==> src/rtl/reg_operand_fetch.sv <==
// Operand fetch stage: reads two source operands from the register file outputs,
// with write-through forwarding on the fetch edge, and offers them via valid/ack.
module reg_operand_fetch #(
    parameter int unsigned WIDTH = 16,
    parameter int unsigned NREG  = 8
) (
    input  logic                  clk,
    input  logic                  clr,
    input  logic [WIDTH*NREG-1:0] r_flat,
    input  logic [WIDTH-1:0]      b0_q,
    input  logic [WIDTH-1:0]      s_bus,
    input  logic [NREG-1:0]       sr,
    input  logic                  sb0,
    input  logic                  rd_req,
    input  logic [3:0]            sel_a,
    input  logic [3:0]            sel_b,
    output logic                  rd_ready,
    input  logic                  flush,
    output logic [WIDTH-1:0]      op_a,
    output logic [WIDTH-1:0]      op_b,
    output logic                  op_valid,
    output logic                  op_err,
    input  logic                  op_ack
);

    typedef enum logic [1:0] {IDLE, RD_A, RD_B, VALID} state_t;

    state_t           state_q, state_d;
    logic [3:0]       sel_a_q, sel_a_d;
    logic [3:0]       sel_b_q, sel_b_d;
    logic [WIDTH-1:0] op_a_q, op_a_d;
    logic [WIDTH-1:0] op_b_q, op_b_d;
    logic             op_err_q, op_err_d;

    logic [3:0]       cur_sel;
    logic [WIDTH-1:0] fetch_val;
    logic             fetch_err;
    logic             accept;

    // One shared source mux: RD_A reads via sel_a_q, RD_B via sel_b_q.
    always_comb begin
        cur_sel   = (state_q == RD_B) ? sel_b_q : sel_a_q;
        fetch_val = '0;
        fetch_err = 1'b1;
        for (int unsigned j = 0; j < NREG; j++) begin
            if (cur_sel == 4'(j)) begin
                fetch_val = sr[j] ? s_bus : r_flat[j*WIDTH +: WIDTH];
                fetch_err = 1'b0;
            end
        end
        if (cur_sel == 4'd8) begin
            fetch_val = sb0 ? s_bus : b0_q;
            fetch_err = 1'b0;
        end else if (cur_sel == 4'd9) begin
            fetch_err = 1'b0;
        end
    end

    assign rd_ready = (state_q == IDLE) || ((state_q == VALID) && op_ack);
    assign accept   = rd_req && rd_ready && !flush;

    always_comb begin
        state_d  = state_q;
        sel_a_d  = sel_a_q;
        sel_b_d  = sel_b_q;
        op_a_d   = op_a_q;
        op_b_d   = op_b_q;
        op_err_d = op_err_q;
        if (flush) begin
            state_d = IDLE;
        end else begin
            case (state_q)
                IDLE: begin
                    if (accept) begin
                        sel_a_d  = sel_a;
                        sel_b_d  = sel_b;
                        op_err_d = 1'b0;
                        state_d  = RD_A;
                    end
                end
                RD_A: begin
                    op_a_d = fetch_val;
                    if (fetch_err) op_err_d = 1'b1;
                    state_d = RD_B;
                end
                RD_B: begin
                    op_b_d = fetch_val;
                    if (fetch_err) op_err_d = 1'b1;
                    state_d = VALID;
                end
                VALID: begin
                    if (op_ack) begin
                        if (accept) begin
                            sel_a_d  = sel_a;
                            sel_b_d  = sel_b;
                            op_err_d = 1'b0;
                            state_d  = RD_A;
                        end else begin
                            state_d = IDLE;
                        end
                    end
                end
                default: state_d = IDLE;
            endcase
        end
    end

    always_ff @(posedge clk or posedge clr) begin
        if (clr) begin
            state_q  <= IDLE;
            sel_a_q  <= '0;
            sel_b_q  <= '0;
            op_a_q   <= '0;
            op_b_q   <= '0;
            op_err_q <= 1'b0;
        end else begin
            state_q  <= state_d;
            sel_a_q  <= sel_a_d;
            sel_b_q  <= sel_b_d;
            op_a_q   <= op_a_d;
            op_b_q   <= op_b_d;
            op_err_q <= op_err_d;
        end
    end

    assign op_a     = op_a_q;
    assign op_b     = op_b_q;
    assign op_err   = op_err_q;
    assign op_valid = (state_q == VALID);

endmodule
==> config.mk <==
export PLATFORM = sky130hd
export DESIGN_NAME = reg_operand_fetch
export DESIGN_NICKNAME = d
export VERILOG_FILES = /design/src/rtl/reg_operand_fetch.sv
export SDC_FILE = /design/constraint.sdc
export NUM_CORES = 1
export LEC_CHECK = 0
export CAP_MARGIN = 30
export CORE_AREA = 2 2 107 109
export CTS_BUF_LIST = sky130_fd_sc_hd__clkbuf_16
export DETAILED_ROUTE_END_ITERATION = 16
export DIE_AREA = 0 0 109 111
export DONT_BUFFER_PORTS = 1
export PLACE_DENSITY_LB_ADDON = 0.05
export SLEW_MARGIN = 20
export SYNTH_ARGS = -nofsm -noshare
export SYNTH_HDL_FRONTEND = slang
export SYNTH_SLANG_ARGS = --single-unit
==> constraint.sdc <==
create_clock -name clk -period 3.48 [get_ports clk]
set_input_delay 0.696 -clock clk [delete_from_list [all_inputs] [get_ports clk]]
set_output_delay 0.696 -clock clk [all_outputs]
set_load 0.02 [all_outputs]
After elaboration in Yosys (flattened, before gate mapping)
Index checks and enable logic that the tools add are counted.
{ "word_totals": {"regBits": 43, "latch_bits": 0, "mem_bits_rw": 0, "rom_bits": 0, "in_bits": 182, "elab_cells": 81, "mem_count": 0} }
{ "classes": {"addsub": 0, "mul": 0, "div_mod_pow": 0, "magnitude_cmp": 0, "n_eq_ne": 16, "n_shift": 0, "mux": 44, "bitwise": 1, "n_reduce_logical": 14} }
{ "op_table": {"columns": ["cell", "count"], "rows": [
  ["$mux 16", 18],
  ["$mux 4", 5],
  ["$eq 4x3->1 const B", 4],
  ["$pmux 4 s2", 2],
  ["$mux 1", 14],
  ["$eq 4x2->1 const B", 2],
  ["$eq 4x4->1 const B", 2],
  ["$pmux 2 s4", 1],
  ["$mux 2", 3],
  ["$reduce_and 2->1", 3],
  ["$reduce_and 3->1", 2],
  ["$eq 2x2->1 const B", 2],
  ["$eq 4x1->1 const B", 1],
  ["$logic_not 4->1", 1],
  ["$ne 2x1->1 const B", 2],
  ["$logic_and 1x1->1", 3],
  ["$ne 3x2->1 const B", 1],
  ["$ne 3x3->1 const B", 1],
  ["$pmux 1 s3", 1],
  ["$eq 2x1->1 const B", 1],
  ["$logic_not 2->1", 1],
  ["$reduce_bool 2->1", 1],
  ["$reduce_or 2->1", 1],
  ["$logic_not 1->1", 1],
  ["other kinds (2)", 2]
]} }

Longest topological paths before layout
{ "depth": {"word_depth": 15, "mapped_depth": 11} }

Least setup slack after synthesis
No wires, ideal clock.
{ "synth_timing": {"kind": "register -> register", "startpoint": "register state_q[0]", "endpoint": "register op_a_q[0], in the netlist op_a[0]", "setup_time_ps": 77, "arrival_ps": 2267, "required_time_ps": 3403, "path_slack_ps": 1135, "path_stages_with_launch": 10, "path_buffers": 2, "synth_period_minus_slack_ps": 2345, "cell_sequence": "dfrtp_1 -> inv_1 -> ha_1 -> buf_6 -> mux2i_1 -> buf_6 -> mux2_4 -> a2111oi_1 -> o31ai_1 -> a21oi_1"} }
{ "synth_between": {"elab_chain_len": 12, "word_cells_on_any_way": 22, "classes_between": "10 x eq/ne; 10 x mux; 2 x reduce/logical"} }
{ "synth_lines": {"columns": ["element", "line_no", "text"], "rows": [
  ["from (decl)", "28", "state_t state_q, state_d;"],
  ["from (signal assigned)", "117", "state_q <= state_d;"],
  ["$eq 2x2->1", "42", "cur_sel = (state_q == RD_B) ? sel_b_q : sel_a_q;"],
  ["$mux 4", "42", null],
  ["$logic_not 4->1", "46", "if (cur_sel == 4'(j)) begin"],
  ["$mux 16 (8 in a row)", "46", null],
  ["$mux 16", "51", "if (cur_sel == 4'd8) begin"],
  ["to (signal assigned)", "120", "op_a_q <= op_a_d;"],
  ["to (decl)", "31", "logic [WIDTH-1:0] op_a_q, op_a_d;"]
]} }
Several ways; a longest one is shown, not always the timed one.
A chain may end at the register's enable or synchronous reset.

Worst setup path in the final report
{ "layout_timing": {"startpoint": "register state_q[0]", "endpoint": "register op_b_q[1], in the netlist op_b[1]"} }
{ "layout_between": {"elab_chain_len": 12, "word_cells_on_any_way": 21, "classes_between": "9 x eq/ne; 10 x mux; 2 x reduce/logical"} }
{ "layout_lines": {"columns": ["element", "line_no", "text"], "rows": [
  ["$eq 2x2->1 (*)", "42, 72", null],
  ["$mux 4", "42", null],
  ["$logic_not 4->1", "46", null],
  ["$mux 16 (8 in a row)", "46", null],
  ["$mux 16", "51", null],
  ["to (signal assigned)", "121", "op_b_q <= op_b_d;"],
  ["to (decl)", "32", "logic [WIDTH-1:0] op_b_q, op_b_d;"]
]} }
Every way passes the cells marked *; elsewhere a longest branch is shown, timed or not.

==> impl_metrics.json <==
{
  "status": "finished clean",
  "ys_seq_area_share_pct": 21.8,
  "r2r-end": "op_b[1]",
  "worstPathArrival_ps": 3160,
  "highest_layer": "met4",
  "reg2reg_slack_ps": 460,
  "synth_ff_type": "dfrtp_1",
  "max_freq_mhz": 331,
  "drc": 0,
  "setup_slack_ps": 463,
  "ios": 217,
  "ys_warn_count": 0,
  "dpl.hpwl_um": 14800,
  "cts-resized-gates": 0,
  "fin_util_pct": 46.6,
  "multi_input_area_um2": 3540,
  "rows": 39,
  "maxSlewHeadroom_pct": 48.5,
  "synth.avg_cell_area_um2": 8.09,
  "clock-sinks": 43,
  "synth_edf_count": 0,
  "synthArstFlopShare_pct": 100,
  "synth-seq-cells": 43,
  "drive_gt1_share_pct": 15.6,
  "antenna_found_initial": 0,
  "die_h_um": 111,
  "cts_tree": "yes",
  "total_power_mw": 4.47,
  "fin_nets": 762,
  "max_stage_delay_ps": 710,
  "timing.final.crit_share_pct": 86.7,
  "n_antenna_cell": 0,
  "cts_max_path_buffers": 2,
  "syn_inst": 609,
  "grt_pass1_vias": 4988,
  "setup_viol": 0,
  "place_area_um2": 5000,
  "cts_root_buf": "clkbuf_16",
  "netlist-cell-type-count": 49,
  "crit_slowest_cell": "nor3_2",
  "p_leak_nw": 1.89,
  "start_util_pct": 44.5,
  "slew_viol_final": 0,
  "synth.largest_area_cell": "dfrtp_1",
  "worstPathMaxFanout": 30,
  "finalSetupTns_ps": 0,
  "clock_latency_ps": 290,
  "wl_per_cell_um": 27.1,
  "wl_met1_um": 7320,
  "finalClockSkew_ps": 13.1,
  "synth_top_cell_area_share_pct": 21.8,
  "wl_um": 19500,
  "rsz0062_at_grt": "false",
  "drt_first_pass_iters": 7,
  "final_cell_count_no_fill": 720,
  "powerDensity_nw_per_um2": 865,
  "dr_wl_met2_um": 9690,
  "h-tree-depth": 2,
  "ant_nets": 0,
  "critPathLaunchType": "flop",
  "core_area_um2": 11100,
  "finalCriticalPeriod_ps": 3020,
  "syn_nets": 795,
  "syn_area_um2": 4930,
  "hold_class": "input port to async pin",
  "hold_viol_final": 0,
  "regArea_um2": 1080,
  "grt_pass1_wl_um": 28800,
  "synth_area_leaders": "dfrtp_1 (22%), mux2i_1 (11%), mux2_2 (11%)",
  "maxCapViolations": 0,
  "overflow": 0,
  "portBuffers": 0,
  "cts_buffers": 5,
  "worstSetupPathType": "flop to flop",
  "num-fill-cells": 1124,
  "path_clk_slew_ps": 80,
  "r2r_start": "state_q[0]",
  "vias": 4986,
  "crit_chain": "inv_1, ha_1, buf_4, mux2_4, o21ai_1, nor3_2, a221o_1, a21oi_1",
  "die_w_um": 109,
  "die_area_um2": 12100,
  "dp_cells": 711,
  "final_cell_area_um2": 5160,
  "gp_congestion": 0.923,
  "worstPathRequired_ps": 3630,
  "first_iter_violations": 451,
  "syn_to_final_growth_pct": 4.80,
  "vdd_drop_max_uv": 548,
  "r2r_cells": 8,
  "grt_use_total_pct": 31.2,
  "avgViaCountPerCell": 6.93,
  "worst_setup_path_end_kind": "flop",
  "cts_setup_buffers": 0,
  "grt_max_degree": 31,
  "dpl_worst_slack_ps": 472,
  "holdWs_ps": 168,
  "hold_buffers": 0,
  "worstMarginPinSlew_ps": 769,
  "met3WireLength_um": 1900
}
==> flip-flops by register name, summed over array words and instances, names as in the netlist <==
signal   count
state_q      2
sel_a_q      4
sel_b_q      4
op_a        16
op_err       1
op_b        16
==> critical path, delay by kind of cell (launching register included) <==
kind                     cells  cell delay, ps
multiplexers                 1             420
AND/OR/NAND/NOR              1             710
flip-flops                   1             430
buffers and inverters        2             370
adder cells (fa/ha/maj)      1             280
AO/OA/AOI/OAI                3             640
==> cells by family after synthesis <==
group                      synth area share, %
and+or+nand+nor                           19.2
muxes                                     22.1
AOI/OAI and AO/OA                         28.8
adders and majority gates                 1.02
buffers and inverters                     7.01
DFF                                       21.8
==> Yosys cell counts, types with 15 or more instances <==
cell       number
mux2_2         47
a21oi_1        38
buf_2          15
nor3_1         48
clkbuf_1       29
nor2b_1        20
nand2_1        17
inv_1          19
o31ai_1        17
a211oi_1       21
nor2_1         64
a2111oi_0      15
dfrtp_1        43
nand3_1        23
o21ai_0        27
mux2i_1        53
a221o_1        18
==> power by group <==
group          internal [mW]  switching (mW)  leakage [nW]
Combinational           1.01            1.73          1.30
Sequential             0.747           0.498         0.513
Clock                  0.263           0.228        0.0710
==> worst max-delay path by stage <==
| stage | start | end | slack, ps |
|---|---|---|---|
| after floorplan | state_q[0] | op_a[0] | 1140 |
| after global placement | state_q[0] | op_a[7] | 550 |
| after detailed placement | state_q[0] | op_b[1] | 470 |
| after CTS | state_q[0] | op_b[1] | 490 |
| after global routing | state_q[0] | op_b[9] | 260 |
| final | state_q[0] | op_b[1] | 460 |
==> layout make-up <==
| type | instances | area share (%) |
|---|---|---|
| Inverter | 19 | 1.38 |
| Tap cell | 143 | 3.46 |
| Timing Repair Buffer | 17 | 3.10 |
| Multi-Input combinational cell | 490 | 68.5 |
| Sequential cell | 43 | 20.8 |
| Clock buffer | 5 | 2.42 |
| Clock inverter | 3 | 0.315 |
==> layout by cell type, fill, tap and decap left out, types with 4 or more instances in the layout <==
cell / netlist / routed
clkbuf_16: 0 / 5
o21ai_0: 27 / 27
mux2_2: 47 / 47
nor2_1: 64 / 64
o31ai_1: 17 / 17
nor2b_1: 20 / 18
o211ai_1: 6 / 6
a211oi_2: 4 / 4
buf_4: 1 / 15
a22oi_1: 9 / 9
a2111oi_2: 4 / 4
nand2b_1: 5 / 5
mux2i_1: 53 / 51
a211oi_1: 21 / 21
a2111oi_0: 15 / 15
dfrtp_1: 43 / 43
nor3_1: 48 / 48
a221o_1: 18 / 18
inv_1: 19 / 19
nand3_1: 23 / 23
o311ai_0: 6 / 6
a21oi_1: 38 / 38
a31oi_1: 4 / 4
nand2_1: 17 / 17
a2111oi_1: 6 / 6
ha_1: 4 / 4
==> layer usage <==
metal / vias to the layer above / track usage [%]
met3: 43 / 7.94
met2: 276 / 52.8
met4: 0 / 10.3
met5: - / 0
li1: 2271 / -
met1: 2396 / 38.2
Note: power is estimated with default switching activity, not from simulation.
